==> config.mk <==
export PLATFORM = sky130hd
export DESIGN_NAME = cdb_arbiter
export DESIGN_NICKNAME = d
export VERILOG_FILES = /design/src/rtl/cdb_pkg.sv /design/src/rtl/cdb_rr_picker.sv /design/src/rtl/cdb_arbiter.sv
export SDC_FILE = /design/constraint.sdc
export NUM_CORES = 1
export LEC_CHECK = 0
export BUFFER_PORTS_ARGS = -buffer_cell sky130_fd_sc_hd__buf_2
export CAP_MARGIN = 0
export CORE_MARGIN = 3
export CORE_UTILIZATION = 45
export DETAILED_ROUTE_END_ITERATION = 8
export PLACE_DENSITY = 0.73
export SLEW_MARGIN = 10
export SYNTH_ARGS = -nofsm -noshare
export SYNTH_HDL_FRONTEND = slang
export SYNTH_HIERARCHICAL = 1
export SYNTH_SLANG_ARGS = --single-unit
==> constraint.sdc <==
create_clock -name clock -period 1.9 [get_ports clock]
set_input_delay 0.38 -clock clock [delete_from_list [all_inputs] [get_ports clock]]
set_output_delay 0.38 -clock clock [all_outputs]
set_load 0.01 [all_outputs]
==> src/rtl/cdb_pkg.sv <==
`default_nettype none
// +----------------------------------------------------------------------+
// | cdb_pkg: shared types and constants for the CDB arbiter slice.       |
// | Rev 1.0 - initial release                                             |
// +----------------------------------------------------------------------+
package cdb_pkg;

  typedef enum logic [1:0] {
    ST_IDLE    = 2'd0,
    ST_GRANT   = 2'd1,
    ST_RELEASE = 2'd2
  } cdb_state_t;

  localparam int ADDER_UNIT = 0;
  localparam int MULT_UNIT  = 1;
  localparam int LOAD_UNIT  = 2;
  localparam int STORE_UNIT = 3;

  localparam logic [5:0] CDB_NO_SOURCE = 6'b000000;
  localparam int DEFAULT_HOLD_CYCLES = 2;

  // Index width that stays at least one bit for a single-unit bus.
  function automatic int cdb_idx_w(input int n);
    return (n > 1) ? $clog2(n) : 1;
  endfunction

endpackage
`default_nettype wire

==> src/rtl/cdb_rr_picker.sv <==
`default_nettype none
// +----------------------------------------------------------------------+
// | cdb_rr_picker: combinational search for the first requester after ptr.|
// | Rev 1.0 - initial release                                             |
// +----------------------------------------------------------------------+
module cdb_rr_picker
  import cdb_pkg::*;
#(
  parameter int NUM_UNITS = 4,
  parameter int IDX_W     = cdb_idx_w(NUM_UNITS)
) (
  input  logic [NUM_UNITS-1:0] req,
  input  logic [IDX_W-1:0]     ptr,
  output logic                 found,
  output logic [IDX_W-1:0]     winner
);

  logic [IDX_W-1:0] w_idx;

  // Walk offsets from farthest to nearest so the nearest hit after ptr wins.
  always_comb begin
    found  = 1'b0;
    winner = '0;
    w_idx  = '0;
    for (int k = NUM_UNITS; k >= 1; k--) begin
      w_idx = IDX_W'((int'(ptr) + k) % NUM_UNITS);
      if (req[w_idx]) begin
        found  = 1'b1;
        winner = w_idx;
      end
    end
  end

endmodule
`default_nettype wire

==> src/rtl/cdb_arbiter.sv <==
`default_nettype none
// +----------------------------------------------------------------------+
// | cdb_arbiter: common-data-bus grant FSM (IDLE/GRANT/RELEASE).         |
// | Macro CDB_ARB_ROUND_ROBIN_EN selects round-robin; else fixed priority.|
// | Rev 1.0 - initial release                                             |
// +----------------------------------------------------------------------+
module cdb_arbiter
  import cdb_pkg::*;
#(
  parameter int  NUM_UNITS   = 4,
  parameter int  HOLD_CYCLES = DEFAULT_HOLD_CYCLES,
  localparam int IDX_W       = cdb_idx_w(NUM_UNITS)
) (
  input  logic                 clock,
  input  logic                 reset,
  input  logic [NUM_UNITS-1:0] CDB_rts,
  output logic [NUM_UNITS-1:0] CDB_xmit,
  input  logic                 CDB_write,
  output logic                 bus_busy,
  output logic [IDX_W-1:0]     grant_id,
  output logic                 protocol_error
);

  localparam logic [3:0]           c_hold = 4'(HOLD_CYCLES);
  localparam logic [NUM_UNITS-1:0] c_one  = NUM_UNITS'(1);
  localparam logic [IDX_W-1:0]     c_last = IDX_W'(NUM_UNITS - 1);

  cdb_state_t            r_state, w_state_nxt;
  logic [NUM_UNITS-1:0]  r_xmit, w_xmit_nxt;
  logic [3:0]            r_cnt, w_cnt_nxt;
  logic [IDX_W-1:0]      r_gid, w_gid_nxt;
  logic                  r_perr, w_perr_nxt;
  logic [IDX_W-1:0]      w_ptr;
  logic                  w_found;
  logic [IDX_W-1:0]      w_winner;

`ifdef CDB_ARB_ROUND_ROBIN_EN
  logic [IDX_W-1:0] r_ptr;

  always_ff @(posedge clock or posedge reset) begin
    if (reset)
      r_ptr <= c_last;
    else if (r_state == ST_RELEASE)
      r_ptr <= r_gid;
  end

  assign w_ptr = r_ptr;
`else
  // A pointer parked on the last unit turns the search into lowest-index-first.
  assign w_ptr = c_last;
`endif

  cdb_rr_picker #(
    .NUM_UNITS (NUM_UNITS),
    .IDX_W     (IDX_W)
  ) u_picker (
    .req    (CDB_rts),
    .ptr    (w_ptr),
    .found  (w_found),
    .winner (w_winner)
  );

  always_ff @(posedge clock or posedge reset) begin
    if (reset) begin
      r_state <= ST_IDLE;
      r_xmit  <= '0;
      r_cnt   <= '0;
      r_gid   <= '0;
      r_perr  <= 1'b0;
    end else begin
      r_state <= w_state_nxt;
      r_xmit  <= w_xmit_nxt;
      r_cnt   <= w_cnt_nxt;
      r_gid   <= w_gid_nxt;
      r_perr  <= w_perr_nxt;
    end
  end

  always_comb begin
    w_state_nxt = r_state;
    w_xmit_nxt  = r_xmit;
    w_cnt_nxt   = r_cnt;
    w_gid_nxt   = r_gid;
    unique case (r_state)
      ST_IDLE: begin
        w_xmit_nxt = '0;
        if (w_found) begin
          w_state_nxt = ST_GRANT;
          w_xmit_nxt  = c_one << w_winner;
          w_gid_nxt   = w_winner;
          w_cnt_nxt   = c_hold;
        end
      end
      ST_GRANT: begin
        // Last hold cycle or the grantee withdrew its request: drop the bus.
        if (r_cnt <= 4'd1 || !CDB_rts[r_gid]) begin
          w_state_nxt = ST_RELEASE;
          w_xmit_nxt  = '0;
          w_cnt_nxt   = '0;
        end else begin
          w_cnt_nxt = r_cnt - 4'd1;
        end
      end
      ST_RELEASE: begin
        w_state_nxt = ST_IDLE;
        w_xmit_nxt  = '0;
      end
      default: begin
        w_state_nxt = ST_IDLE;
        w_xmit_nxt  = '0;
        w_cnt_nxt   = '0;
      end
    endcase

    w_perr_nxt = (CDB_write && (r_xmit == '0)) ||
                 ((r_state == ST_RELEASE) && CDB_rts[r_gid]);
  end

  assign CDB_xmit       = r_xmit;
  assign bus_busy       = (r_state != ST_IDLE);
  assign grant_id       = r_gid;
  assign protocol_error = r_perr;

endmodule
`default_nettype wire

# Word-level counts from Yosys, hierarchy flattened
# Index checks and enable logic that the tools add are counted.
# word_totals
word_cells	44
input_bits	7
out_inout_bits	8
regBits	13
# op_classes
shift	1
n_eq_ne	4
bitwise	1
magnitude_cmp	2
n_reduce_logical	11
muxes	19
n_addsub	1
# op_table
op	n
2-to-1 mux 4 bit	4
2-to-1 mux 2 bit	6
one-hot mux 4 bit (3 select lines)	1
one-hot mux 4 bit (2 select lines)	1
AND reduction 2 bit	3
2-to-1 mux 1 bit	5
less-or-equal comparator 4 x 1 -> 1 bit, second input constant	1
zero test 4 bit	1
one-hot mux 2 bit (2 select lines)	1
<< shifter 1 x 2 -> 4 bit, first input constant	1
subtractor 4 x 1 -> 4 bit, second input constant	1
less-than comparator 2 x 3 -> 1 bit, second input constant	1
binary-select mux 1 bit (select 2 bit)	1
== test 2 x 1 -> 1 bit, second input constant	1
== test 2 bit, second input constant	1
logical AND 1 bit	2
zero test 2 bit	1
logical OR 1 bit	2
!= test 2 x 1 -> 1 bit, second input constant	1
!= test 2 bit, second input constant	1
nonzero test 2 bit	1
zero test 1 bit	1
inverter 1 bit	1

# Logic depth before layout (Yosys ltp)
# Gate-level depths: netlist of the first run.
# depth
depth_word	7
depth_mapped	5
ltp_nobuf	5

# By module
# The synthesis of the first run kept the hierarchy.
# by_module_without_submodules
mod	instances	cells_per_inst	seq_area_each_um2	area_per_inst_um2
cdb_arbiter	1	58	325.3	641.9
cdb_rr_picker	1	14	0.0	91.3

# Least setup slack after synthesis of the first run
# OpenSTA, ideal clock, no wires.
# synth_timing
path_type	register to register
from	register r_gid[0] (netlist: grant_id[0])
to	register r_cnt[0]
required_time_ps	1775
path_stages_with_launch	4
setup_time_ps	125
t_arrival_ps	1367
path_buffers	0
setup_slack_ps	408
period_less_slack_ps	1492
cell_sequence	dfrtp_1 > mux4_2 > o311a_4 > mux2_2
# synth_via
elab_chain_len	6
# synth_lines
element	line	rtl
start: declaration	cdb_arbiter.sv:31	logic [IDX_W-1:0] r_gid, w_gid_nxt;
start signal: assignment	cdb_arbiter.sv:74	r_gid <= w_gid_nxt;
binary-select mux 1 bit (select 2 bit)	cdb_arbiter.sv:96	if (r_cnt <= 4'd1 || !CDB_rts[r_gid]) begin
2-to-1 mux 1 bit (not written as such)	cdb_arbiter.sv:96	
zero test 1 bit	cdb_arbiter.sv:96	
logical OR 1 bit	cdb_arbiter.sv:96	
2-to-1 mux 4 bit	cdb_arbiter.sv:96	
one-hot mux 4 bit (3 select lines)	cdb_arbiter.sv:84	unique case (r_state)
end signal: assignment	cdb_arbiter.sv:73	r_cnt <= w_cnt_nxt;
end: declaration	cdb_arbiter.sv:30	logic [3:0] r_cnt, w_cnt_nxt;
# Every way passes these cells. The select of a mux whose other input is x is not followed.
# A chain may end at the register's enable or synchronous reset.

# Worst setup path in the final report of the first run
# layout_timing
from	register r_state[0]
to	output bus_busy
# layout_via
elab_chain_len	1
# layout_lines
element	line	rtl
start: declaration	cdb_arbiter.sv:28	cdb_state_t r_state, w_state_nxt;
start signal: assignment	cdb_arbiter.sv:71	r_state <= w_state_nxt;
nonzero test 2 bit	cdb_arbiter.sv:120	assign bus_busy = (r_state != ST_IDLE);
end: declaration	cdb_arbiter.sv:19	output logic bus_busy,
# Every way passes these cells.

==> results.cfg, run 1 <==
[synth]
synth-main-ff-cell = dfrtp_1
synth-edff-count = 0
syn-cell-area_um2 = 733
synth_top_area_share_pct = 44.4
synth_top_cells_by_count = 13 x dfrtp_1, 10 x nand2_1, 6 x nor2_1
seq_area_frac_synth_pct = 44.4
synth_area_leaders = dfrtp_1 44%, nand2_1 5.1%, ha_1 3.4%
ys.warnings.count = 6
synthArstFlopShare_pct = 100
synth_top_area_cell = dfrtp_1
synth_most_common_cell = dfrtp_1
ys_types = 35
syn_inst = 72
synth-seq-cells = 13
syn_area_per_cell_um2 = 10.2

[sta]
min_period_ns = 1.54
setup_violations = 0
fin_tns_setup_ns = 0
hold_viol_final = 0
post-route-period-util_pct = 81.1
report.final.slew_viol_count = 0
skew_ns = 0.00146
hold_ws_ns = 0.115
finalWorstSetupSlack_ns = 0.359
rsz0062_at_grt = false
fmax_ghz = 0.649

[critical_path]
critPathMaxFanout = 9
cp.required_ns = 1.52
arrival_ns = 1.16
cp_slowest_cell = dfrtp_1
cp-start-kind = flop
worst_setup_path_end_kind = output port
rr_startpoint = grant_id[0]$_DFFE_PP0P_
r2r_end = r_cnt[0]$_DFFE_PP0P_
crit_path_end = bus_busy
worst_r2r_path_depth = 3
critPathKind = reg -> out
critPathLaunch = r_state[0]$_DFFE_PP0P_
path_cells = or2_2 -> buf_2
cp_num_buf_inv = 1
ff2ff_setup_slack_ns = 0.40
max_stage_delay_ns = 0.46
path_depth = 2
cp_top_family = flip-flops

[drt]
wl_met2_um = 568
wl_met3_um = 57
routed_wl_um = 1350
drc_errors = 0
first_pass_iters = 4
drt-met1-wl_um = 711
postRouteAntennaNets = 0
routedWlPerCell_um = 11.8
vias = 585
via_per_inst = 5.13
dr.first_iter.drc_count = 6
highest_layer = met4

[die]
rows = 13
fp.dieH_um = 46.4
io_pins = 15
coreArea_um2 = 1420
start_util_pct = 51.8
die_area_um2 = 2150
die_w_um = 46.4

[clocking]
htreeDepth = 1
path_clk_slew_ns = 0.08
cts_tree = yes
cts-resized-gates = 0
postCtsSetupRepairBufs = 0
cts_buffers = 3
hold_buffers = 0
cts_root_buffer = clkbuf_4
clockBufferDepth = 2
cts.sinks = 13
clock_latency_ns = 0.27

[global_routing]
antenna_found_initial = 0
grt_max_degree = 14
grt_pass1_vias = 529
grtUsageTotal_pct = 15.6
grt.overflow.total = 0
grt_pass1_wl_um = 2340

[place]
place_hpwl_um = 1060
pre_cts_ws_ns = 0.305
place.gp.congestion = 0.815
io_buffers = 14

[status]
outcome = finished clean

[min_path]
hp-class = in -> async

[layout]
fill_cells = 121
multiInputGateArea_um2 = 423
nNetsFinal = 109
drive_gt1_share_pct = 29.3
n_antenna_cell = 0
area_growth_pct = 20.8
register_area_um2 = 325

[power]
total_power_mw = 1.17
power_density_nw_per_um2 = 1320
peakVddDrop_v = 0.000676
p_leak_nw = 0.458

[job]
maxCapViolCount = 0
-- per-layer routing --
metal | global-route usage (%) | vias to the layer above
li1 | - | 306
met1 | 24.1 | 264
met2 | 19.5 | 13
met3 | 4.69 | 2
met4 | 6.82 | 0
met5 | 0 | -
-- layout make-up --
cell class	count	share of cell area, %
clock buffer	4	2.97
inverter	4	1.69
multi-input combinational	63	47.7
sequential	13	36.7
tap	15	2.12
timing repair buffer	15	8.76
-- how the worst min path moves through the flow --
stage | from | end
after floorplan | reset | CDB_xmit[0]$_DFFE_PP0P_
after global placement | reset | CDB_xmit[0]$_DFFE_PP0P_
after detailed placement | reset | CDB_xmit[0]$_DFFE_PP0P_
after CTS | reset | CDB_xmit[0]$_DFFE_PP0P_
after global routing | reset | CDB_xmit[1]$_DFFE_PP0P_
final | reset | r_cnt[3]$_DFFE_PP0P_
-- metrics by stage --
stage / utilization, % / cells / area (um^2)
6_report: 62.6 / 114 / 886
5_1_grt: 62.6 / 114 / 886
4_1_cts: 62.6 / 114 / 886
3_5_place_dp: 60.7 / 110 / 860
3_3_place_gp: 60.7 / 110 / 860
2_1_floorplan: - / 80 / 763
-- power by group --
part	internal, mW	total [mW]	switching, mW
Combinational	0.251	0.522	0.271
Sequential	0.379	0.484	0.106
Clock	0.0812	0.167	0.0855
-- worst reg2reg max path, cell delays in order (launching register included) --
cell and delay, ns:
dfrtp_1 0.38, mux4_2 0.57, o311a_4 0.17, mux2_2 0.27
-- placed cells by master, fill, tap and decap left out, types with 2 or more instances in the layout --
master	n
inv_1	4
dfrtp_1	13
nor2_1	6
buf_2	14
ha_1	2
nand2b_1	3
nand2_1	10
conb_1	9
a21oi_1	2
nor3_1	2
clkbuf_4	3
nor2b_1	3
or3b_2	2
-- kinds of logic after synthesis --
group / count (synthesis) / share of synthesized area [%]
flip-flops: 13 / 44.4
other: 1 / 0.511
AO/OA/AOI/OAI: 15 / 18.4
adder cells (fa/ha/maj): 2 / 3.41
AND/OR/NAND/NOR: 33 / 24.1
XOR/XNOR: 1 / 1.19
buffers and inverters: 4 / 2.05
multiplexers: 3 / 5.97
-- flip-flops by register name, summed over array words and instances (netlist names) --
name and flops:
CDB_xmit 4, r_cnt 4, grant_id 2, r_state 2, protocol_error 1
Power figures use the tool's default switching activity.
==> run 2, diff against run 1 <==
--- a/config.mk
+++ b/config.mk
@@ -10,7 +10,7 @@
 export CORE_MARGIN = 3
 export CORE_UTILIZATION = 45
 export DETAILED_ROUTE_END_ITERATION = 8
-export PLACE_DENSITY = 0.73
+export PLACE_DENSITY = 0.75
 export SLEW_MARGIN = 10
 export SYNTH_ARGS = -nofsm -noshare
 export SYNTH_HDL_FRONTEND = slang
==> constraint.sdc (replaced) <==
create_clock -name clock -period 1.4 [get_ports clock]
set_input_delay 0.28 -clock clock [delete_from_list [all_inputs] [get_ports clock]]
set_output_delay 0.28 -clock clock [all_outputs]
set_load 0.01 [all_outputs]
==> run 2 against run 1 <==
The run now ends with setup timing left; final cell count grew 11%; sequential share of layout area shrank 4.3 points; combinational power grew 93%; sequential power grew 33%; total power grew 61%; global-route usage grew 3.2 points; critical path depth grew 1; clock-buffer cell count is the same; flip-flop and latch count is the same; routed wire length grew 27%; design area grew 13%; largest cell class unchanged.
==> results.cfg, run 2 (same netlist as run 1, synthesis figures left out) <==
[status]
outcome = finished with violations
failed_checks = setup timing

[die]
die_w_um = 46.4
coreArea_um2 = 1420
fp.dieH_um = 46.4
io_pins = 15
start_util_pct = 51.8
rows = 13
die_area_um2 = 2150

[power]
p_sw_share_pct = 38.6
total_power_mw = 1.89
internal-power_mw = 1.16
pwr-share-clk_pct = 12.5
peakVddDrop_v = 0.00103
p_comb_share_pct = 53.5
power_density_nw_per_um2 = 1890
p_leak_nw = 0.524
power_switching_mw = 0.731
p_seq_share_pct = 34.0

[place]
place.gp.congestion = 0.773
place_hpwl_um = 1310
io_buffers = 14
placed_cells = 120
pre_cts_ws_ns = -0.281

[clocking]
cts.sinks = 13
htreeDepth = 1
cts_root_buffer = clkbuf_4
cts_buffers = 3
path_clk_slew_ns = 0.08
cts_tree = yes
clock_latency_ns = 0.28
clockBufferDepth = 2

[critical_path]
path_cells = mux4_2 -> o311a_4 -> mux2_4
r2r_end = r_cnt[0]$_DFFE_PP0P_
worst_r2r_path_depth = 3
ff2ff_setup_slack_ns = -0.10
cp.required_ns = 1.57
cp_slowest_cell = mux4_2
critPathMaxFanout = 6
cp-start-kind = flop
max_stage_delay_ns = 0.57
critPathLaunch = grant_id[0]$_DFFE_PP0P_
worst_setup_path_end_kind = flop
critPathKind = reg -> reg
rr_startpoint = grant_id[0]$_DFFE_PP0P_
arrival_ns = 1.67

[drt]
dr.first_iter.drc_count = 12
first_pass_iters = 4
routedWlPerCell_um = 13.6
postRouteAntennaNets = 0
drc_errors = 0
routed_wl_um = 1710
vias = 663
via_per_inst = 5.26

[global_routing]
grt_max_degree = 14
grt.overflow.total = 0
grt_pass1_wl_um = 2820
grtUsageTotal_pct = 18.8
grt_pass1_vias = 669
antenna_found_initial = 0

[min_path]
hp-class = in -> async

[sta]
finalWorstSetupSlack_ns = -0.101
setup_violations = 7
skew_ns = 0.00321
post-route-period-util_pct = 107
fmax_ghz = 0.666
min_period_ns = 1.50
hold_ws_ns = 0.0121
slew_headroom_pct = 66.6
report.final.slew_viol_count = 0
hold_viol_final = 0
tightestPinTransition_ns = 0.500
rsz0062_at_grt = true

[layout]
utilization_pct = 70.8
area_growth_pct = 36.7
stdcell_count = 126
nNetsFinal = 121
mostFrequentLayoutCells = 13 x dfrtp_1, 13 x buf_2, 12 x buf_4
n_antenna_cell = 0
drive_gt1_share_pct = 38.7

[job]
maxCapViolCount = 0
-- run 2: changes by cell type in the layout (fill, tap and decap cells not counted), sizes merged --
cell / before / now
buf: 15 / 27
-- run 2: worst max-delay path by stage --
stage,to,slack (ns),cells past startpoint
5_1_grt,r_cnt[0]$_DFFE_PP0P_,-0.13,3
4_1_cts,r_cnt[0]$_DFFE_PP0P_,-0.08,3
3_5_place_dp,r_cnt[2]$_DFFE_PP0P_,-0.28,5
2_1_floorplan,r_cnt[0]$_DFFE_PP0P_,-0.09,3
6_report,r_cnt[0]$_DFFE_PP0P_,-0.10,3
3_3_place_gp,r_cnt[1]$_DFFE_PP0P_,-0.13,5
-- run 2: layout make-up --
class / count / area (um^2)
clock buffers: 4 / 26.3
flip-flops and latches: 13 / 325
multi-input cells: 63 / 439
inverters: 4 / 15.0
well taps: 15 / 18.8
fillers: 108 / 413
repair buffers: 27 / 178
-- run 2: critical path: cells and delay by family (launching register included) --
kind	cells	cell delay, ns
AO/OA/AOI/OAI	1	0.17
flip-flops	1	0.37
multiplexers	2	0.84
-- run 2: routing by layer --
| metal | up-vias | share of wire, % | track usage (%) | wire length, um |
|---|---|---|---|---|
| met5 | - | 0 | 0 | 0 |
| met3 | 2 | 5.2 | 2.34 | 89 |
| met1 | 314 | 45 | 24.9 | 778 |
| li1 | 327 | - | - | - |
| met4 | 0 | 0.58 | 11.4 | 10 |
| met2 | 20 | 49 | 28.8 | 832 |
-- run 2: what timing repair did --
| action | CTS | global route |
|---|---|---|
| setup buffers | 2 | 0 |
| hold buffers | 0 | 0 |
| hold endpoints to repair | 0 | 0 |
| gates cloned | 0 | 0 |
| setup endpoints to repair | 10 | 10 |
| pin swaps | 1 | 2 |
| resized for setup | 4 | 3 |
-- run 2: per-stage QoR --
| step | TNS (ns) | cell area [um^2] |
|---|---|---|
| 2_1_floorplan | -0.369 | 763 |
| 3_3_place_gp | -0.644 | 935 |
| 3_5_place_dp | -1.30 | 935 |
| 4_1_cts | -0.493 | 988 |
| 5_1_grt | -0.699 | 1000 |
| 6_report | -0.382 | 1000 |
-- run 2: power by group through the flow --
stage                     Sequential [mW]  Clock, mW  Combinational (mW)
after floorplan                     0.668          0               0.476
after global placement              0.633          0               0.862
after detailed placement            0.640          0               0.882
after CTS                           0.631      0.243               0.978
after global routing                0.666      0.254                1.11
final                               0.644      0.237                1.01
==> run 3, diff against run 2 <==
--- a/config.mk
+++ b/config.mk
@@ -11,6 +11,7 @@
 export CORE_UTILIZATION = 45
 export DETAILED_ROUTE_END_ITERATION = 8
 export PLACE_DENSITY = 0.75
+export SETUP_SLACK_MARGIN = 0.4
 export SLEW_MARGIN = 10
 export SYNTH_ARGS = -nofsm -noshare
 export SYNTH_HDL_FRONTEND = slang
==> constraint.sdc (replaced) <==
create_clock -name clock -period 1.4 [get_ports clock]
set_input_delay 0 -clock clock [delete_from_list [all_inputs] [get_ports clock]]
set_output_delay 0 -clock clock [all_outputs]
set_load 0.01 [all_outputs]
==> run 3 against run 2 <==
The run still ends with setup timing left; sequential power is 4.7% higher; combinational power is 13% higher; register-to-register slack better by 0.03 ns; flip-flop and latch count stayed put; worst setup slack better by 0.028 ns; routed wire length is 2.7% higher; global-route usage is 0.55 points higher; clock-buffer cell count is 1 lower; total power is 8.1% higher; clock power hardly changed.
==> results.cfg, run 3 (same netlist as run 1, synthesis figures left out) <==
[critical_path]
arrival_ns = 1.64
critPathMaxFanout = 6
worst_setup_path_end_kind = flop
ff2ff_setup_slack_ns = -0.07
cp-start-kind = flop
cp.required_ns = 1.57
critPathKind = reg -> reg

[layout]
drive_gt1_share_pct = 40.9
mostFrequentLayoutCells = 13 x buf_2, 12 x dfrtp_1, 9 x nand2_1, 9 x conb_1, 8 x buf_4
area_growth_pct = 41.8
mostFrequentLayoutCell = buf_2
nNetsFinal = 120
fill_cells = 105
utilization_pct = 73.5
stdcell_count = 125
final_area_um2 = 1040
n_antenna_cell = 0

[place]
postPlaceCellArea_um2 = 907
io_buffers = 14
placed_cells = 116
pre_cts_ws_ns = -0.229
place.gp.congestion = 0.798
place_hpwl_um = 1290

[power]
p_leak_nw = 0.532
total_power_mw = 2.05
peakVddDrop_v = 0.00120
power_density_nw_per_um2 = 1970

[status]
failed_checks = setup timing
outcome = finished with violations

[drt]
first_pass_iters = 5
via_per_inst = 5.38
postRouteAntennaNets = 0
dr.first_iter.drc_count = 10
routedWlPerCell_um = 14.1
routed_wl_um = 1760
drc_errors = 0
vias = 673

[die]
die_area_um2 = 2150
fp.dieH_um = 46.4
coreArea_um2 = 1420
die_w_um = 46.4
rows = 13
start_util_pct = 51.8
io_pins = 15

[clocking]
cts_root_buffer = clkbuf_4
clockBufferDepth = 2
cts.sinks = 13
cts_buffers = 3
htreeDepth = 1
path_clk_slew_ns = 0.08
clock_latency_ns = 0.28
cts_tree = yes

[global_routing]
grt_pass1_vias = 675
grt_max_degree = 14
grt.overflow.total = 0
grtUsageTotal_pct = 19.3
antenna_found_initial = 0
grt_pass1_wl_um = 2900

[sta]
rsz0062_at_grt = true
fmax_ghz = 0.679
fin_tns_setup_ns = -0.276
finalWorstSetupSlack_ns = -0.0733
hold_viol_final = 0
skew_ns = 0.00151
setup_violations = 8
min_period_ns = 1.47
post-route-period-util_pct = 105
report.final.slew_viol_count = 0
hold_ws_ns = 0.160

[min_path]
hp-class = in -> reg

[job]
maxCapViolCount = 0
run 3: path summary, 6_finish.rpt:
check / startpoint / to / cells past startpoint
worst min register to register: CDB_xmit[0]$_DFFE_PP0P_ / CDB_xmit[0]$_DFFE_PP0P_ / 1
min in group asynchronous: reset / CDB_xmit[0]$_DFFE_PP0P_ / 3
worst max-delay path: grant_id[0]$_DFFE_PP0P_ / r_cnt[0]$_DFFE_PP0P_ / 3
worst min-delay path: CDB_rts[0] / grant_id[0]$_DFFE_PP0P_ / 4
max in group asynchronous: reset / r_state[1]$_DFFE_PP0P_ / 3
worst max register to register: grant_id[0]$_DFFE_PP0P_ / r_cnt[0]$_DFFE_PP0P_ / 3
run 3: where the power goes:
part / internal, mW / switching, mW
logic: 0.611 / 0.525
registers: 0.516 / 0.158
clock network: 0.106 / 0.129
total: 1.23 / 0.812
run 3: final cells by class:
cell class / instances / area (um^2) / share of cell area, %
flip-flops and latches: 13 / 327 / 31.4
clock inverters: 1 / 5.00 / 0.481
well taps: 15 / 18.8 / 1.81
repair buffers: 26 / 179 / 17.2
multi-input cells: 63 / 473 / 45.5
inverters: 4 / 15.0 / 1.44
clock buffers: 3 / 22.5 / 2.17
run 3: per-layer routing:
layer  wire length [um]  vias to the layer above  track usage [%]
met2                901                       22             32.7
met4                  0                        0             1.70
li1                   -                      324                -
met1                735                      327             23.8
met5                  0                        -                0
met3                120                        0             7.81
run 3: worst max-delay path, stage by stage, from the launching register on:
cell     delay, ns
dfrtp_1       0.37
mux4_2        0.55
o311a_4       0.17
mux2_2        0.26
run 3: repair_timing:
action	CTS	global route
pin swaps	6	3
hold endpoints to repair	14	0
setup endpoints to repair	14	14
hold buffers	2	0
gates resized for setup	11	4
buffers inserted	2	1
